## src/rtl/cdb_scheduler_if.sv

```systemverilog
// Request/grant bundle between the CDB scheduler and its requesters.
// Release pulses travel as release_bus since `release` is a reserved word.
interface cdb_scheduler_if #(
    parameter int CDB_COUNT = 2,
    parameter int REQ_COUNT = 4
);
    logic [REQ_COUNT-1:0]   req;
    logic [REQ_COUNT-1:0]   release_bus;
    logic [4*CDB_COUNT-1:0] select;
    logic [REQ_COUNT-1:0]   granted;
    logic [REQ_COUNT-1:0]   revoked;

    modport master (
        output req,
        output release_bus,
        input  select,
        input  granted,
        input  revoked
    );

    modport slave (
        input  req,
        input  release_bus,
        output select,
        output granted,
        output revoked
    );
endinterface

```

## src/rtl/cdb_scheduler.sv

```systemverilog
// Round-robin owner allocation of the common data buses with level-held
// ownership, owner release and hold-time revocation when others starve.
module cdb_scheduler #(
    parameter int CDB_COUNT = 2,
    parameter int REQ_COUNT = 4,
    parameter int HOLD_MAX  = 8
) (
    input  logic            clk,
    input  logic            reset,
    cdb_scheduler_if.slave  bus
);
    localparam int unsigned NREQ  = REQ_COUNT;
    localparam int          RR_W  = (REQ_COUNT > 1) ? $clog2(REQ_COUNT) : 1;
    localparam int          CNT_W = $clog2(HOLD_MAX + 1) + 1;
    localparam logic [CNT_W-1:0] HOLD_LIM = CNT_W'(HOLD_MAX);

    typedef enum logic {BUS_FREE, BUS_OWNED} bus_state_t;

    bus_state_t           state    [CDB_COUNT];
    logic [3:0]           owner    [CDB_COUNT];
    logic [CNT_W-1:0]     hold_cnt [CDB_COUNT];
    logic [RR_W-1:0]      rr;
    logic [REQ_COUNT-1:0] granted_q;
    logic [REQ_COUNT-1:0] revoked_q;

    logic [REQ_COUNT-1:0] owner_oh [CDB_COUNT];
    logic [REQ_COUNT-1:0] eligible;
    logic                 any_eligible;
    logic [CDB_COUNT-1:0] rel_hit;
    logic [CDB_COUNT-1:0] rev_hit;
    logic [REQ_COUNT-1:0] freed_mask;
    logic [REQ_COUNT-1:0] revoked_mask;

    logic [REQ_COUNT-1:0] elig_rot;
    logic [CDB_COUNT-1:0] alloc_hit;
    logic [3:0]           alloc_addr [CDB_COUNT];
    logic [REQ_COUNT-1:0] grant_mask;
    logic [RR_W-1:0]      rr_next;
    int unsigned          idx;
    int unsigned          nxt;
    logic                 placed;

    // Owners are never eligible, so releasing/revoked units drop out implicitly.
    always_comb begin
        eligible     = bus.req & ~granted_q;
        any_eligible = |eligible;
        rel_hit      = '0;
        rev_hit      = '0;
        freed_mask   = '0;
        revoked_mask = '0;
        for (int unsigned k = 0; k < CDB_COUNT; k++) begin
            owner_oh[k] = '0;
            for (int unsigned i = 0; i < NREQ; i++) begin
                if (owner[k] == 4'(i + 1)) owner_oh[k][i] = 1'b1;
            end
            if (state[k] == BUS_OWNED) begin
                rel_hit[k] = |(owner_oh[k] & bus.release_bus);
                rev_hit[k] = (HOLD_MAX != 0) && !rel_hit[k] &&
                             (hold_cnt[k] == HOLD_LIM) && any_eligible;
            end
            if (rel_hit[k] || rev_hit[k]) freed_mask   = freed_mask | owner_oh[k];
            if (rev_hit[k])               revoked_mask = revoked_mask | owner_oh[k];
        end
    end

    // elig_rot[j] is the eligibility of requester (rr + j) mod REQ_COUNT.
    always_comb begin
        elig_rot   = REQ_COUNT'({eligible, eligible} >> rr);
        alloc_hit  = '0;
        grant_mask = '0;
        rr_next    = rr;
        idx        = 0;
        nxt        = 0;
        placed     = 1'b0;
        for (int unsigned k = 0; k < CDB_COUNT; k++) alloc_addr[k] = '0;
        for (int unsigned j = 0; j < NREQ; j++) begin
            idx = 32'(rr) + j;
            if (idx >= NREQ) idx = idx - NREQ;
            placed = 1'b0;
            if (elig_rot[j]) begin
                for (int unsigned k = 0; k < CDB_COUNT; k++) begin
                    if (!placed && state[k] == BUS_FREE && !alloc_hit[k]) begin
                        alloc_hit[k]  = 1'b1;
                        alloc_addr[k] = 4'(idx + 1);
                        placed        = 1'b1;
                    end
                end
            end
            if (placed) begin
                for (int unsigned i = 0; i < NREQ; i++) begin
                    if (i == idx) grant_mask[i] = 1'b1;
                end
                nxt     = (idx + 1 == NREQ) ? 0 : idx + 1;
                rr_next = RR_W'(nxt);
            end
        end
    end

    always_ff @(posedge clk or posedge reset) begin
        if (reset) begin
            rr        <= '0;
            granted_q <= '0;
            revoked_q <= '0;
            for (int unsigned k = 0; k < CDB_COUNT; k++) begin
                state[k]    <= BUS_FREE;
                owner[k]    <= '0;
                hold_cnt[k] <= '0;
            end
        end else begin
            rr        <= rr_next;
            granted_q <= (granted_q & ~freed_mask) | grant_mask;
            revoked_q <= revoked_mask;
            for (int unsigned k = 0; k < CDB_COUNT; k++) begin
                if (rel_hit[k] || rev_hit[k]) begin
                    state[k]    <= BUS_FREE;
                    owner[k]    <= '0;
                    hold_cnt[k] <= '0;
                end else if (alloc_hit[k]) begin
                    state[k]    <= BUS_OWNED;
                    owner[k]    <= alloc_addr[k];
                    hold_cnt[k] <= CNT_W'(1);
                end else if (state[k] == BUS_OWNED && HOLD_MAX != 0 &&
                             hold_cnt[k] != HOLD_LIM) begin
                    hold_cnt[k] <= hold_cnt[k] + CNT_W'(1);
                end
            end
        end
    end

    always_comb begin
        bus.select = '0;
        for (int unsigned k = 0; k < CDB_COUNT; k++) bus.select[4*k +: 4] = owner[k];
    end

    assign bus.granted = granted_q;
    assign bus.revoked = revoked_q;
endmodule

```

## src/flat_wrapper.sv

```systemverilog
// flat-port wrapper written by rule: the top's interface ports become plain ports
module cdb_scheduler_flat 
#(
    parameter int CDB_COUNT = 2,
    parameter int REQ_COUNT = 4,
    parameter int HOLD_MAX  = 8
)
  (clk, reset, bus_req, bus_release_bus, bus_select, bus_granted, bus_revoked);
  cdb_scheduler_if #(.CDB_COUNT(CDB_COUNT), .REQ_COUNT(REQ_COUNT)) bus_i ();
  input  logic clk;
  input  logic reset;
  input wire logic [$bits(bus_i.req)-1:0] bus_req;
  input wire logic [$bits(bus_i.release_bus)-1:0] bus_release_bus;
  output wire logic [$bits(bus_i.select)-1:0] bus_select;
  output wire logic [$bits(bus_i.granted)-1:0] bus_granted;
  output wire logic [$bits(bus_i.revoked)-1:0] bus_revoked;
  assign bus_i.req = bus_req;
  assign bus_i.release_bus = bus_release_bus;
  assign bus_select = bus_i.select;
  assign bus_granted = bus_i.granted;
  assign bus_revoked = bus_i.revoked;
  cdb_scheduler #(.CDB_COUNT(CDB_COUNT), .REQ_COUNT(REQ_COUNT), .HOLD_MAX(HOLD_MAX)) u_core (.clk(clk), .reset(reset), .bus(bus_i));
endmodule
```

## config.mk

```make
export PLATFORM = sky130hd
export DESIGN_NAME = cdb_scheduler_flat
export DESIGN_NICKNAME = d
export VERILOG_FILES = /design/src/rtl/cdb_scheduler_if.sv /design/src/rtl/cdb_scheduler.sv /design/src/flat_wrapper.sv
export SDC_FILE = /design/constraint.sdc
export NUM_CORES = 1
export LEC_CHECK = 0
export CAP_MARGIN = 20
export CORE_MARGIN = 3
export CORE_UTILIZATION = 58
export CTS_CLUSTER_SIZE = 25
export DETAILED_ROUTE_END_ITERATION = 12
export GPL_TIMING_DRIVEN = 1
export HOLD_SLACK_MARGIN = 0.05
export PLACE_DENSITY = 0.91
export SKIP_CTS_REPAIR_TIMING = 1
export SLEW_MARGIN = 10
export SYNTH_ARGS = -nofsm -noshare
export SYNTH_HDL_FRONTEND = slang
export SYNTH_SLANG_ARGS = --single-unit
export TNS_END_PERCENT = 1
```

## constraint.sdc

```tcl
create_clock -name clk -period 2.7 [get_ports clk]
set_input_delay 0.81 -clock clk [delete_from_list [all_inputs] [get_ports clk]]
set_output_delay 0.81 -clock clk [all_outputs]
set_load 0.03 [all_outputs]
```

# Yosys cells after proc, flatten, opt, wreduce, memory -nomap -nowiden
# Cells that the tools add are included.
[totals] ff_bits=30 input_bits=10 out_inout_bits=16 elab_cells=209
[classes] addsub=13 order_cmp=4 n_eq_ne=28 shifts=1 mux=101 bitwise=11 n_reduce_logical=42
[ops] cell="== test 2 x 32 -> 1 bit, first input constant" n=8
[ops] cell="adder 32 x 1 -> 32 bit, second input constant" n=4
[ops] cell="== test 1 x 32 -> 1 bit, first input constant" n=4
[ops] cell="== test 32 x 3 -> 1 bit, second input constant" n=4
[ops] cell="logical NOT 32 bit" n=4
[ops] cell="two-way mux 32 bit" n=4
[ops] cell="greater-or-equal comparator 32 x 3 -> 1 bit, second input constant" n=3
[ops] cell="subtractor 32 x 3 -> 32 bit, second input constant" n=3
[ops] cell="two-way mux 4 bit" n=20
[ops] cell="two-way mux 1 bit" n=55
[ops] cell="two-way mux 8 bit" n=4
[ops] cell="two-way mux 5 bit" n=6
[ops] cell="two-way mux 2 bit" n=12
[ops] cell="bitwise AND 4 bit" n=4
[ops] cell="== test 4 x 2 -> 1 bit, second input constant" n=4
[ops] cell="logical AND 1 bit" n=16
[ops] cell="logical NOT 1 bit" n=12
[ops] cell="bitwise OR 4 bit" n=3
[ops] cell="OR reduction 4 bit" n=3
[ops] cell="adder 5 x 1 -> 5 bit, second input constant" n=2
[ops] cell="== test 5 x 4 -> 1 bit, second input constant" n=2
[ops] cell="!= test 5 x 4 -> 1 bit, second input constant" n=2
[ops] cell="== test 4 x 1 -> 1 bit, second input constant" n=2
[ops] cell="== test 4 x 3 -> 1 bit, second input constant" n=2
[ops] cell="other kinds (11)" n=17

# Longest topological paths before layout
# Gate-level depths: netlist of the first run.
[depth] ltp_word=37 mapped_depth=10 depth_no_buf=8

# Least setup slack after synthesis of the first run
# Ideal clock, no wire load.
[synth_path] path_kind="input -> register" start="input port bus_req[1]" end="register u_core.rr[1]" setup_time_ns=0.095 arrival_time_ns=2.797 t_required_ns=2.605 path_slack_ns=-0.192 stages=9 n_path_buf=2 cell_sequence="nor2b_1 buf_4 mux4_2 buf_2 a211oi_1 a21oi_1 nor2_1 mux2_2 o31ai_1"
[synth_via] elab_chain_len=21 word_cells_on_any_way=44 classes_between="shift (1); mux (23); bitwise (1); reduce/logical (19)"
[synth_lines] element="start: declaration" line="flat_wrapper.sv:12" source="input wire logic [$bits(bus_i.req)-1:0] bus_req;"
[synth_lines] element="bitwise AND 4 bit *" line="cdb_scheduler.sv:45" source="eligible = bus.req & ~granted_q;"
[synth_lines] element=">> shifter 8 x 2 -> 4 bit *" line="cdb_scheduler.sv:68" source="elig_rot = REQ_COUNT'({eligible, eligible} >> rr);"
[synth_lines] element="two-way mux 2 bit" line="cdb_scheduler.sv:80" source="if (elig_rot[j]) begin"
[synth_lines] element="logical NOT 1 bit" line="cdb_scheduler.sv:82" source="if (!placed && state[k] == BUS_FREE && !alloc_hit[k]) begin"
[synth_lines] element="logical AND 1 bit" line="cdb_scheduler.sv:82"
[synth_lines] element="two-way mux 1 bit" line="cdb_scheduler.sv:82"
[synth_lines] element="two-way mux 2 bit or two-way mux 1 bit (tied branches)" line="cdb_scheduler.sv:80"
[synth_lines] element="logical NOT 1 bit" line="cdb_scheduler.sv:82"
[synth_lines] element="[5 not listed]"
[synth_lines] element="two-way mux 1 bit or logical AND 1 bit (tied branches)" line="cdb_scheduler.sv:82"
[synth_lines] element="two-way mux 1 bit (on tied branches)" line="cdb_scheduler.sv:80, cdb_scheduler.sv:82"
[synth_lines] element="logical NOT 1 bit or two-way mux 2 bit (tied branches)" line="cdb_scheduler.sv:82, cdb_scheduler.sv:80"
[synth_lines] element="logical AND 1 bit or logical NOT 1 bit (tied branches)" line="cdb_scheduler.sv:82"
[synth_lines] element="logical AND 1 bit" line="cdb_scheduler.sv:82"
[synth_lines] element="two-way mux 1 bit" line="cdb_scheduler.sv:82"
[synth_lines] element="two-way mux 1 bit" line="cdb_scheduler.sv:80"
[synth_lines] element="nonzero test 4 bit (no source line) or two-way mux 2 bit (tied branches)"
[synth_lines] element="end signal: assignment" line="cdb_scheduler.sv:110" source="rr <= rr_next;"
[synth_lines] element="end: declaration" line="cdb_scheduler.sv:22" source="logic [RR_W-1:0] rr;"
# Every way passes the cells marked *; elsewhere a longest branch is shown, timed or not. The select of a mux whose other input is x is not followed.
# A chain may end at the register's enable or synchronous reset.

# Final worst setup path of the first run
[layout_path] start="input port bus_req[2]" end="register u_core.owner (netlist bit u_core.bus.select[5])"
[layout_via] elab_chain_len=22 word_cells_on_any_way=49 classes_between="shift (1); mux (25); bitwise (1); reduce/logical (22)"
[layout_lines] element="bitwise AND 4 bit *" line="cdb_scheduler.sv:45"
[layout_lines] element=">> shifter 8 x 2 -> 4 bit" line="cdb_scheduler.sv:68"
[layout_lines] element="two-way mux 2 bit" line="cdb_scheduler.sv:80"
[layout_lines] element="logical NOT 1 bit" line="cdb_scheduler.sv:82"
[layout_lines] element="logical AND 1 bit" line="cdb_scheduler.sv:82"
[layout_lines] element="two-way mux 1 bit" line="cdb_scheduler.sv:82"
[layout_lines] element="two-way mux 2 bit or two-way mux 1 bit (tied branches)" line="cdb_scheduler.sv:80"
[layout_lines] element="logical NOT 1 bit" line="cdb_scheduler.sv:82"
[layout_lines] element="[6 not listed]"
[layout_lines] element="two-way mux 1 bit (on tied branches)" line="cdb_scheduler.sv:80, cdb_scheduler.sv:82"
[layout_lines] element="logical NOT 1 bit or two-way mux 2 bit (tied branches)" line="cdb_scheduler.sv:82, cdb_scheduler.sv:80"
[layout_lines] element="logical AND 1 bit or logical NOT 1 bit (tied branches)" line="cdb_scheduler.sv:82"
[layout_lines] element="logical AND 1 bit" line="cdb_scheduler.sv:82"
[layout_lines] element="two-way mux 4 bit" line="cdb_scheduler.sv:82"
[layout_lines] element="two-way mux 8 bit" line="cdb_scheduler.sv:80"
[layout_lines] element="two-way mux 4 bit" line="cdb_scheduler.sv:118" source="end else if (alloc_hit[k]) begin"
[layout_lines] element="two-way mux 4 bit" line="cdb_scheduler.sv:114" source="if (rel_hit[k] || rev_hit[k]) begin"
[layout_lines] element="end signal: indexed assignment" line="cdb_scheduler.sv:120" source="owner[k] <= alloc_addr[k];"
[layout_lines] element="end: declaration" line="cdb_scheduler.sv:20" source="logic [3:0] owner [CDB_COUNT];"
# Marked as above.

==> results of run 1 <==
==> report_power, final <==
part / internal, mW / switching (mW)
clock network: 0.205 / 0.194
registers: 0.606 / 0.245
logic: 1.47 / 2.10
==> layout make-up <==
cell class	count	area [um^2]	area share, %
Inverter	13	48.8	1.39
Timing Repair Buffer	88	736	21.0
Clock buffer	6	82.6	2.35
Clock inverter	2	12.5	0.357
Multi-Input combinational cell	247	1810	51.7
Tap cell	50	62.6	1.78
Sequential cell	30	751	21.4
==> logic make-up (layout without fill, tap and decap cells) <==
group / count (synthesis) / after routing / share of synthesized area, %
xor gates and xnor gates: 9 / 9 / 2.97
buffers and inverters: 35 / 109 / 5.66
and+or+nand+nor: 118 / 118 / 22.8
adders and majority gates: 12 / 12 / 5.66
muxes: 12 / 12 / 7.64
DFF: 30 / 30 / 28.3
AOI/OAI and AO/OA: 96 / 96 / 27.0
==> synth_stat cells (2+ instances only) <==
| master | instances | area share, % |
|---|---|---|
| a211oi_1 | 4 | 1.1 |
| a21o_1 | 6 | 1.7 |
| a21oi_1 | 17 | 3.2 |
| a221o_1 | 3 | 1.1 |
| a22o_1 | 3 | 0.99 |
| a22oi_1 | 8 | 2.3 |
| a311oi_1 | 3 | 0.99 |
| a31oi_1 | 3 | 0.71 |
| a32oi_1 | 4 | 1.3 |
| and2_1 | 3 | 0.71 |
| buf_1 | 3 | 0.42 |
| buf_2 | 6 | 1.1 |
| clkbuf_1 | 11 | 1.6 |
| dfrtp_1 | 30 | 28 |
| ha_1 | 12 | 5.7 |
| inv_1 | 12 | 1.7 |
| mux2_2 | 3 | 1.3 |
| mux2i_1 | 3 | 1.1 |
| mux4_2 | 5 | 4.2 |
| nand2_1 | 21 | 3.0 |
| nand2b_1 | 9 | 2.1 |
| nand3_1 | 15 | 2.8 |
| nand3b_1 | 8 | 2.3 |
| nand4_1 | 10 | 2.4 |
| nor2_1 | 32 | 4.5 |
| nor2b_1 | 7 | 1.7 |
| nor3_1 | 6 | 1.1 |
| o2111ai_1 | 3 | 0.99 |
| o21a_1 | 2 | 0.57 |
| o21ai_0 | 9 | 1.7 |
| o221ai_1 | 6 | 2.0 |
| o22ai_1 | 6 | 1.4 |
| o311ai_0 | 2 | 0.66 |
| o31ai_1 | 3 | 0.85 |
| o41ai_1 | 2 | 0.66 |
| xnor2_1 | 3 | 0.99 |
| xor2_1 | 6 | 2.0 |
==> routing by layer <==
layer  wire, um  global-route usage [%]  up-vias
li1           -                       -     1322
met1       3680                    45.4     1518
met2       4600                    57.2      354
met3       1440                    7.80      128
met4       1080                    22.9        0
met5          0                       0        -
==> stage by stage <==
step                area, um^2  util, %  setup TNS, ps  instances
detailed placement        3300     78.6         -10130        423
global route              3510     83.5          -2080        436
global placement          3300     78.6          -7990        423
CTS                       3400     80.9          -5740        431
floorplan                 2660        -           -683        312
finish                    3510     83.5          -1020        436
==> state kept, by name, summed over array words and instances, names as in the netlist <==
register	flops
u_core.rr	2
u_core.bus.granted	4
u_core.hold_cnt	10
u_core.bus.select	8
u_core.state	2
u_core.bus.revoked	4
==> path summary, 6_finish.rpt <==
| check | slack [ps] | cells past startpoint | from | to |
|---|---|---|---|---|
| hold / removal | 560 | 2 | u_core.hold_cnt[8] | u_core.hold_cnt[8] |
| setup / recovery | -310 | 9 | bus_req[2] | u_core.bus.select[5] |
| hold reg to reg | 560 | 2 | u_core.hold_cnt[8] | u_core.hold_cnt[8] |
| min in group asynchronous | 900 | 3 | reset | u_core.bus.revoked[0] |
| setup reg to reg | 20 | 7 | u_core.rr[1] | u_core.bus.select[5] |
| max in group asynchronous | 1520 | 3 | reset | u_core.rr[0] |
==> critical path, stage by stage <==
cell and delay [ps]:
dlymetal6s2s_1 190, nor2b_4 180, mux4_2 550, buf_4 210, buf_4 210, and2_1 230
o32ai_1 550, a32oi_1 150, o2111ai_1 150
==> impl_metrics.env, run 1 <==
export IMPL_start_util_pct=63.1
export IMPL_portBuffers=25
export IMPL_rsz0062_at_grt="yes"
export IMPL_clkTransAtPathRegs_ps=70
export IMPL_slew_viol_final=0
export IMPL_antenna_found_initial=0
export IMPL_synth_seq_cells=30
export IMPL_cts_made_buffers=5
export IMPL_vdd_drop_max_v=0.000708
export IMPL_drive_above_1_share_pct=25.9
export IMPL_yosysWarnings=0
export IMPL_wire_per_inst_um=24.8
export IMPL_hpwl_um=6370
export IMPL_p_per_area_nw_per_um2=1370
export IMPL_tightest_slew_ps=569
export IMPL_clock_latency_ps=300
export IMPL_cts_tree="yes"
export IMPL_cts_buffer_depth=2
export IMPL_status="finished with violations"
export IMPL_antenna_left=0
export IMPL_worstPathArrival_ps=3210
export IMPL_die_h_um=73.6
export IMPL_vias_per_cell=7.62
export IMPL_hold_class="reg -> reg"
export IMPL_drt_iter0_markers=568
export IMPL_fin_hold_ws_ps=561
export IMPL_drc=0
export IMPL_area_delta_synth_final_pct=32.2
export IMPL_drt_wl_total_um=10800
export IMPL_grt_usage_pct=36.5
export IMPL_maxCapViolations=0
export IMPL_final_cell_mix="62 x buf_4, 30 x dfrtp_1, 29 x nor2_1, 21 x nand2_1, 21 x clkdlybuf4s50_1"
export IMPL_slew_headroom_pct=61.9
export IMPL_power_leakage_nw=1.47
export IMPL_grt_max_degree=32
export IMPL_firstDrtPassIters=9
export IMPL_syn_num_nets=334
export IMPL_end_kind="flip-flop"
export IMPL_fmax_ghz=0.332
export IMPL_htreeDepth=2
export IMPL_finalPower_mw=4.82
export IMPL_rows=23
export IMPL_worstPathRequired_ps=2900
export IMPL_root_buffer="clkbuf_8"
export IMPL_synth_ff_type="dfrtp_1"
export IMPL_core_area_um2=4200
export IMPL_synth_edf_count=0
export IMPL_synthCells=312
export IMPL_finalHoldViolCount=0
export IMPL_skew_ps=7.85
export IMPL_nets=407
export IMPL_grt_pass1_vias=2941
export IMPL_synth_area_um2=2650
export IMPL_num_vias=3322
export IMPL_synth_async_reset_ratio_pct=100
export IMPL_grt_first_pass_wirelength_um=15000
export IMPL_setup_viol=11
export IMPL_globalplace_congestion=0.985
export IMPL_dieArea_um2=5420
export IMPL_die_x_um=73.6
export IMPL_min_period_ps=3010
export IMPL_syn_area_per_cell_um2=8.50
export IMPL_dp_slack_ps=-726
export IMPL_io_pins=26
export IMPL_final_common_cell="buf_4"
export IMPL_violations="setup timing"
export IMPL_finalCritPeriodShare_pct=111
export IMPL_worst_slack_ps=-310
export IMPL_cts_sinks=30
export IMPL_diodes=0
export IMPL_grt_overflow_total=0
export IMPL_start_kind="input port"
export IMPL_yosysUniqueCellTypes=60
export IMPL_critPathKind="in -> reg"
export IMPL_cp_max_fo=20
export IMPL_seq_area_frac_synth_pct=28.3
export IMPL_nFillCells=197
No activity file was read; power rests on OpenSTA's default activity.
==> run 2: changes to the inputs <==
--- a/config.mk
+++ b/config.mk
@@ -6,11 +6,11 @@
 export NUM_CORES = 1
 export LEC_CHECK = 0
 export CAP_MARGIN = 20
-export CORE_MARGIN = 3
+export CORE_MARGIN = 8
 export CORE_UTILIZATION = 58
 export CTS_CLUSTER_SIZE = 25
 export DETAILED_ROUTE_END_ITERATION = 12
-export GPL_TIMING_DRIVEN = 1
+export GPL_TIMING_DRIVEN = 0
 export HOLD_SLACK_MARGIN = 0.05
 export PLACE_DENSITY = 0.91
 export SKIP_CTS_REPAIR_TIMING = 1
==> impl_metrics.env, run 2 (synthesis gave the netlist of run 1 again) <==
export IMPL_final_common_cell="nor2_1"
export IMPL_largest_reg_flops=10
export IMPL_antenna_found_initial=0
export IMPL_clockPowerShare_pct=9.5
export IMPL_cts_made_buffers=5
export IMPL_status="finished with violations"
export IMPL_internal_power_mw=1.97
export IMPL_met3WireLength_um=869
export IMPL_min_from="u_core.hold_cnt[4]"
export IMPL_die_h_um=83.6
export IMPL_htreeDepth=2
export IMPL_skew_ps=5.69
export IMPL_cts_buffer_depth=2
export IMPL_violations="setup timing"
export IMPL_diodes=0
export IMPL_cp_common_cell="buf_6"
export IMPL_reg2reg_to="u_core.bus.granted[3]"
export IMPL_design_area_um2=3230
export IMPL_tightest_slew_ps=1030
export IMPL_worstPathArrival_ps=2920
export IMPL_pwr_share_seq_pct=20.5
export IMPL_power_switching_mw=2.25
export IMPL_rsz0062_at_grt="yes"
export IMPL_crit_buf_inv=3
export IMPL_drt_wl_total_um=8460
export IMPL_slew_viol_final=0
export IMPL_fin_hold_ws_ps=546
export IMPL_placed_cell_area_um2=3000
export IMPL_rows=24
export IMPL_io_pins=26
export IMPL_worst_slack_ps=-88.8
export IMPL_grt_max_degree=17
export IMPL_root_buffer="clkbuf_8"
export IMPL_vias_per_cell=7.06
export IMPL_slew_headroom_pct=30.4
export IMPL_worstPathRequired_ps=2830
export IMPL_critPathKind="in -> reg"
export IMPL_cp_top_family="compound AO/OA/AOI/OAI gates"
export IMPL_portBuffers=25
export IMPL_drc=0
export IMPL_hold_class="reg -> reg"
export IMPL_drt_iter0_markers=483
export IMPL_reg2reg_from="u_core.rr[0]"
export IMPL_finalHoldViolCount=0
export IMPL_core_area_um2=4380
export IMPL_switching_share_pct=53.3
export IMPL_wl_met1_um=3360
export IMPL_regMostFlops="u_core.hold_cnt"
export IMPL_vdd_drop_max_v=0.000748
export IMPL_dieArea_um2=6990
export IMPL_wire_per_inst_um=20.9
export IMPL_nets=374
export IMPL_grt_overflow_total=0
export IMPL_clkTransAtPathRegs_ps=70
export IMPL_r2r_setup_slack_ps=-50
export IMPL_cts_sinks=30
export IMPL_cp_slowest_cell="mux4_2"
export IMPL_dp_slack_ps=-870
export IMPL_num_vias=2859
export IMPL_clock_latency_ps=290
export IMPL_hold_path_depth=2
export IMPL_grt_first_pass_wirelength_um=13300
export IMPL_crit_path_cell_trace="buf_6, nor2b_4, buf_6, mux4_2, o31ai_2, a21oi_2, a221o_1, buf_6, a22oi_1, nand4_1"
export IMPL_utilization_pct=73.7
export IMPL_instances_no_fill=405
export IMPL_cts_tree="yes"
export IMPL_end_kind="flip-flop"
export IMPL_grt_usage_pct=22.6
export IMPL_final_cell_mix="30 x nor2_1, 29 x dfrtp_1, 21 x nand2_1, 21 x clkdlybuf4s50_1, 17 x a21oi_1"
export IMPL_top_layer="met4"
export IMPL_dr_wl_met2_um=3840
export IMPL_die_x_um=83.6
export IMPL_reg2reg_depth=9
export IMPL_finalPower_mw=4.22
export IMPL_drive_above_1_share_pct=16.4
export IMPL_start_kind="input port"
export IMPL_antenna_left=0
export IMPL_globalplace_congestion=0.997
export IMPL_start_util_pct=60.5
export IMPL_cpPeakStageDelay_ps=510
export IMPL_power_leakage_nw=1.28
export IMPL_fin_setup_tns_ps=-199
export IMPL_maxCapViolations=0
export IMPL_setup_viol=3
export IMPL_min_to="u_core.hold_cnt[4]"
export IMPL_firstDrtPassIters=6
export IMPL_finalCritPeriodShare_pct=103
export IMPL_min_period_ps=2790
export IMPL_placed_cells=390
export IMPL_hpwl_um=5900
export IMPL_grt_pass1_vias=2629
export IMPL_p_per_area_nw_per_um2=1300
export IMPL_p_comb_share_pct=69.9
export IMPL_area_delta_synth_final_pct=21.8
export IMPL_cp_max_fo=8
export IMPL_fmax_ghz=0.359
## run 2: cell types whose count changed in the layout (fill, tap and decap cells not counted), moves of 2 or more
cell / previous run / this run
buf_1: 0 / 2
clkbuf_1: 0 / 10
o31ai_1: 3 / 1
a211oi_2: 0 / 2
clkbuf_2: 0 / 2
o31ai_2: 0 / 3
a211oi_1: 4 / 2
buf_2: 0 / 2
buf_4: 62 / 11
## run 2: worst max-delay path by stage
stage                     startpoint                    end  slack, ps  depth (start not counted)
after detailed placement  bus_req[2]           u_core.rr[0]       -870                         10
final                     bus_req[1]  u_core.bus.granted[3]        -90                         10
after floorplan           bus_req[1]           u_core.rr[0]       -160                          9
after CTS                 bus_req[1]           u_core.rr[0]       -570                         10
after global placement    bus_req[3]  u_core.bus.granted[3]       -790                          9
after global routing      bus_req[1]           u_core.rr[0]       -110                         10
## run 2: worst reg2reg max path: stages, from the launching register on
cell	delay, ps
dfrtp_1	600
inv_1	120
clkbuf_4	240
mux4_2	370
o31ai_2	270
a21oi_2	100
a221o_1	380
buf_6	140
a22oi_1	170
nand4_1	190
## run 2: cell type report
class	instances	area, um^2
multi-input cells	247	1820
well taps	52	65.1
clock inverters	2	12.5
plain buffers	19	97.6
inverters	13	51.3
flip-flops and latches	30	752
fillers	311	1150
repair buffers	36	354
clock buffers	6	82.6
## run 2: layer usage
layer	track usage (%)	vias to the layer above
li1	-	1262
met4	9.73	0
met3	4.98	53
met5	0	-
met2	35.2	224
met1	29.3	1320
## run 2: power groups by stage
stage,registers [mW],logic (mW),clock network (mW)
finish,0.866,2.95,0.402
global route,0.883,3.13,0.421
CTS,0.834,2.68,0.397
detailed placement,0.840,2.67,0
global placement,0.833,2.60,0
floorplan,0.905,1.85,0
==> run 3: changes to the inputs <==
--- a/config.mk
+++ b/config.mk
@@ -12,7 +12,8 @@
 export DETAILED_ROUTE_END_ITERATION = 12
 export GPL_TIMING_DRIVEN = 0
 export HOLD_SLACK_MARGIN = 0.05
-export PLACE_DENSITY = 0.91
+export PLACE_DENSITY = 0.81
+export REMOVE_ABC_BUFFERS = 1
 export SKIP_CTS_REPAIR_TIMING = 1
 export SLEW_MARGIN = 10
 export SYNTH_ARGS = -nofsm -noshare
==> impl_metrics.env, run 3 (synthesis gave the netlist of run 1 again) <==
export IMPL_status="finished with violations"
export IMPL_violations="setup timing"
export IMPL_rows=24
export IMPL_core_area_um2=4380
export IMPL_grt_max_degree=34
export IMPL_largest_reg_flops=10
export IMPL_grt_usage_pct=21.0
export IMPL_worst_slack_ps=-141
export IMPL_clkTransAtPathRegs_ps=70
export IMPL_crit_end="u_core.bus.granted[0]"
export IMPL_io_pins=26
export IMPL_r2r_setup_slack_ps=-60
export IMPL_grt_first_pass_wirelength_um=12400
export IMPL_hold_class="reg -> reg"
export IMPL_critPathLaunch="bus_req[2]"
export IMPL_slew_viol_final=0
export IMPL_drt_iter0_markers=333
export IMPL_cpPeakStageDelay_ps=570
export IMPL_worstPathArrival_ps=3010
export IMPL_worstSetupPathDepth=9
export IMPL_critPathKind="in -> reg"
export IMPL_num_vias=2880
export IMPL_die_x_um=83.6
export IMPL_reg2reg_depth=9
export IMPL_regMostFlops="u_core.hold_cnt"
export IMPL_instances_no_fill=406
export IMPL_worstPathRequired_ps=2870
export IMPL_placed_cells=368
export IMPL_slew_headroom_pct=34.0
export IMPL_start_util_pct=60.5
export IMPL_final_common_cell="nor2_1"
export IMPL_skew_ps=8.85
export IMPL_vias_per_cell=7.09
export IMPL_design_area_um2=3310
export IMPL_diodes=0
export IMPL_dieArea_um2=6990
export IMPL_cts_sinks=30
export IMPL_area_delta_synth_final_pct=24.9
export IMPL_cts_buffer_depth=2
export IMPL_grt_pass1_vias=2422
export IMPL_globalplace_congestion=0.992
export IMPL_vdd_drop_max_v=0.000831
export IMPL_die_h_um=83.6
export IMPL_firstDrtPassIters=7
export IMPL_clock_latency_ps=290
export IMPL_fmax_ghz=0.352
export IMPL_min_period_ps=2840
export IMPL_placed_cell_area_um2=2890
export IMPL_tightest_slew_ps=981
export IMPL_htreeDepth=2
export IMPL_cts_tree="yes"
export IMPL_end_kind="flip-flop"
export IMPL_cts_made_buffers=5
export IMPL_setup_viol=8
export IMPL_final_cell_mix="31 x nor2_1, 27 x dfrtp_1, 25 x buf_4, 21 x nand2_1, 21 x clkdlybuf4s50_1"
export IMPL_hpwl_um=5340
export IMPL_power_leakage_nw=1.31
export IMPL_drive_above_1_share_pct=20.1
export IMPL_root_buffer="clkbuf_8"
export IMPL_antenna_left=0
export IMPL_nFillCells=323
export IMPL_cp_max_fo=7
export IMPL_maxCapViolations=0
export IMPL_nets=375
export IMPL_finalCritPeriodShare_pct=105
export IMPL_crit_buf_inv=2
export IMPL_portBuffers=25
export IMPL_finalHoldViolCount=0
export IMPL_drc=0
export IMPL_wire_per_inst_um=21.3
export IMPL_p_per_area_nw_per_um2=1300
export IMPL_cp_top_family="compound AO/OA/AOI/OAI gates"
export IMPL_antenna_found_initial=0
export IMPL_grt_overflow_total=0
export IMPL_rsz0062_at_grt="yes"
export IMPL_start_kind="input port"
export IMPL_cp_slowest_cell="mux4_2"
export IMPL_reg2reg_from="u_core.rr[0]"
export IMPL_drt_wl_total_um=8630
export IMPL_reg2reg_to="u_core.bus.granted[0]"
export IMPL_crit_path_cell_trace="buf_6, nor2b_4, mux4_2, buf_4, o31ai_2, a21oi_2, a221o_2, a22oi_1, nand3_1"
## run 3: where the power goes
group,switching [mW],internal (mW)
Sequential,0.351,0.616
Clock,0.187,0.205
Combinational,1.70,1.24
## run 3: through the flow
step           power [mW]  hold slack (ps)  util, %  worst slack [ps]  TNS [ps]
5_1_grt              4.53              575     75.6              -146      -853
3_5_place_dp         3.36              540     66.0             -1240    -22040
3_3_place_gp         3.30              528     65.4             -1300    -22350
4_1_cts              3.76              560     68.2             -1050    -14460
2_1_floorplan        2.65              505        -              -374     -1830
6_report             4.30              551     75.6              -141      -752
## run 3: tightest hold or removal path: stages (launching register included)
cell     delay, ps
dfrtp_1        360
xor2_1          80
nor2_1          70
## run 3: layout make-up
class	count	area (um^2)	share of cell area, %
Tap cell	52	65.1	1.96
Sequential cell	30	759	22.9
Multi-Input combinational cell	250	1840	55.4
Timing Repair Buffer	53	502	15.1
Inverter	13	55.1	1.66
Clock inverter	2	12.5	0.378
Clock buffer	6	82.6	2.49
## run 3: per-layer routing
metal | track usage (%) | part of all wire (%)
met4 | 8.16 | 3.5
met1 | 28.3 | 39
met2 | 31.9 | 46
met3 | 4.49 | 12
met5 | 0 | 0
## run 3: how the worst min path moves through the flow
stage	cells after the start	endpoint	slack, ps	start
floorplan	2	u_core.hold_cnt[4]	510	u_core.hold_cnt[4]
global placement	2	u_core.hold_cnt[4]	530	u_core.hold_cnt[4]
detailed placement	2	u_core.hold_cnt[9]	540	u_core.hold_cnt[9]
CTS	2	u_core.hold_cnt[4]	560	u_core.hold_cnt[4]
global route	2	u_core.hold_cnt[9]	570	u_core.hold_cnt[9]
finish	2	u_core.hold_cnt[9]	550	u_core.hold_cnt[9]
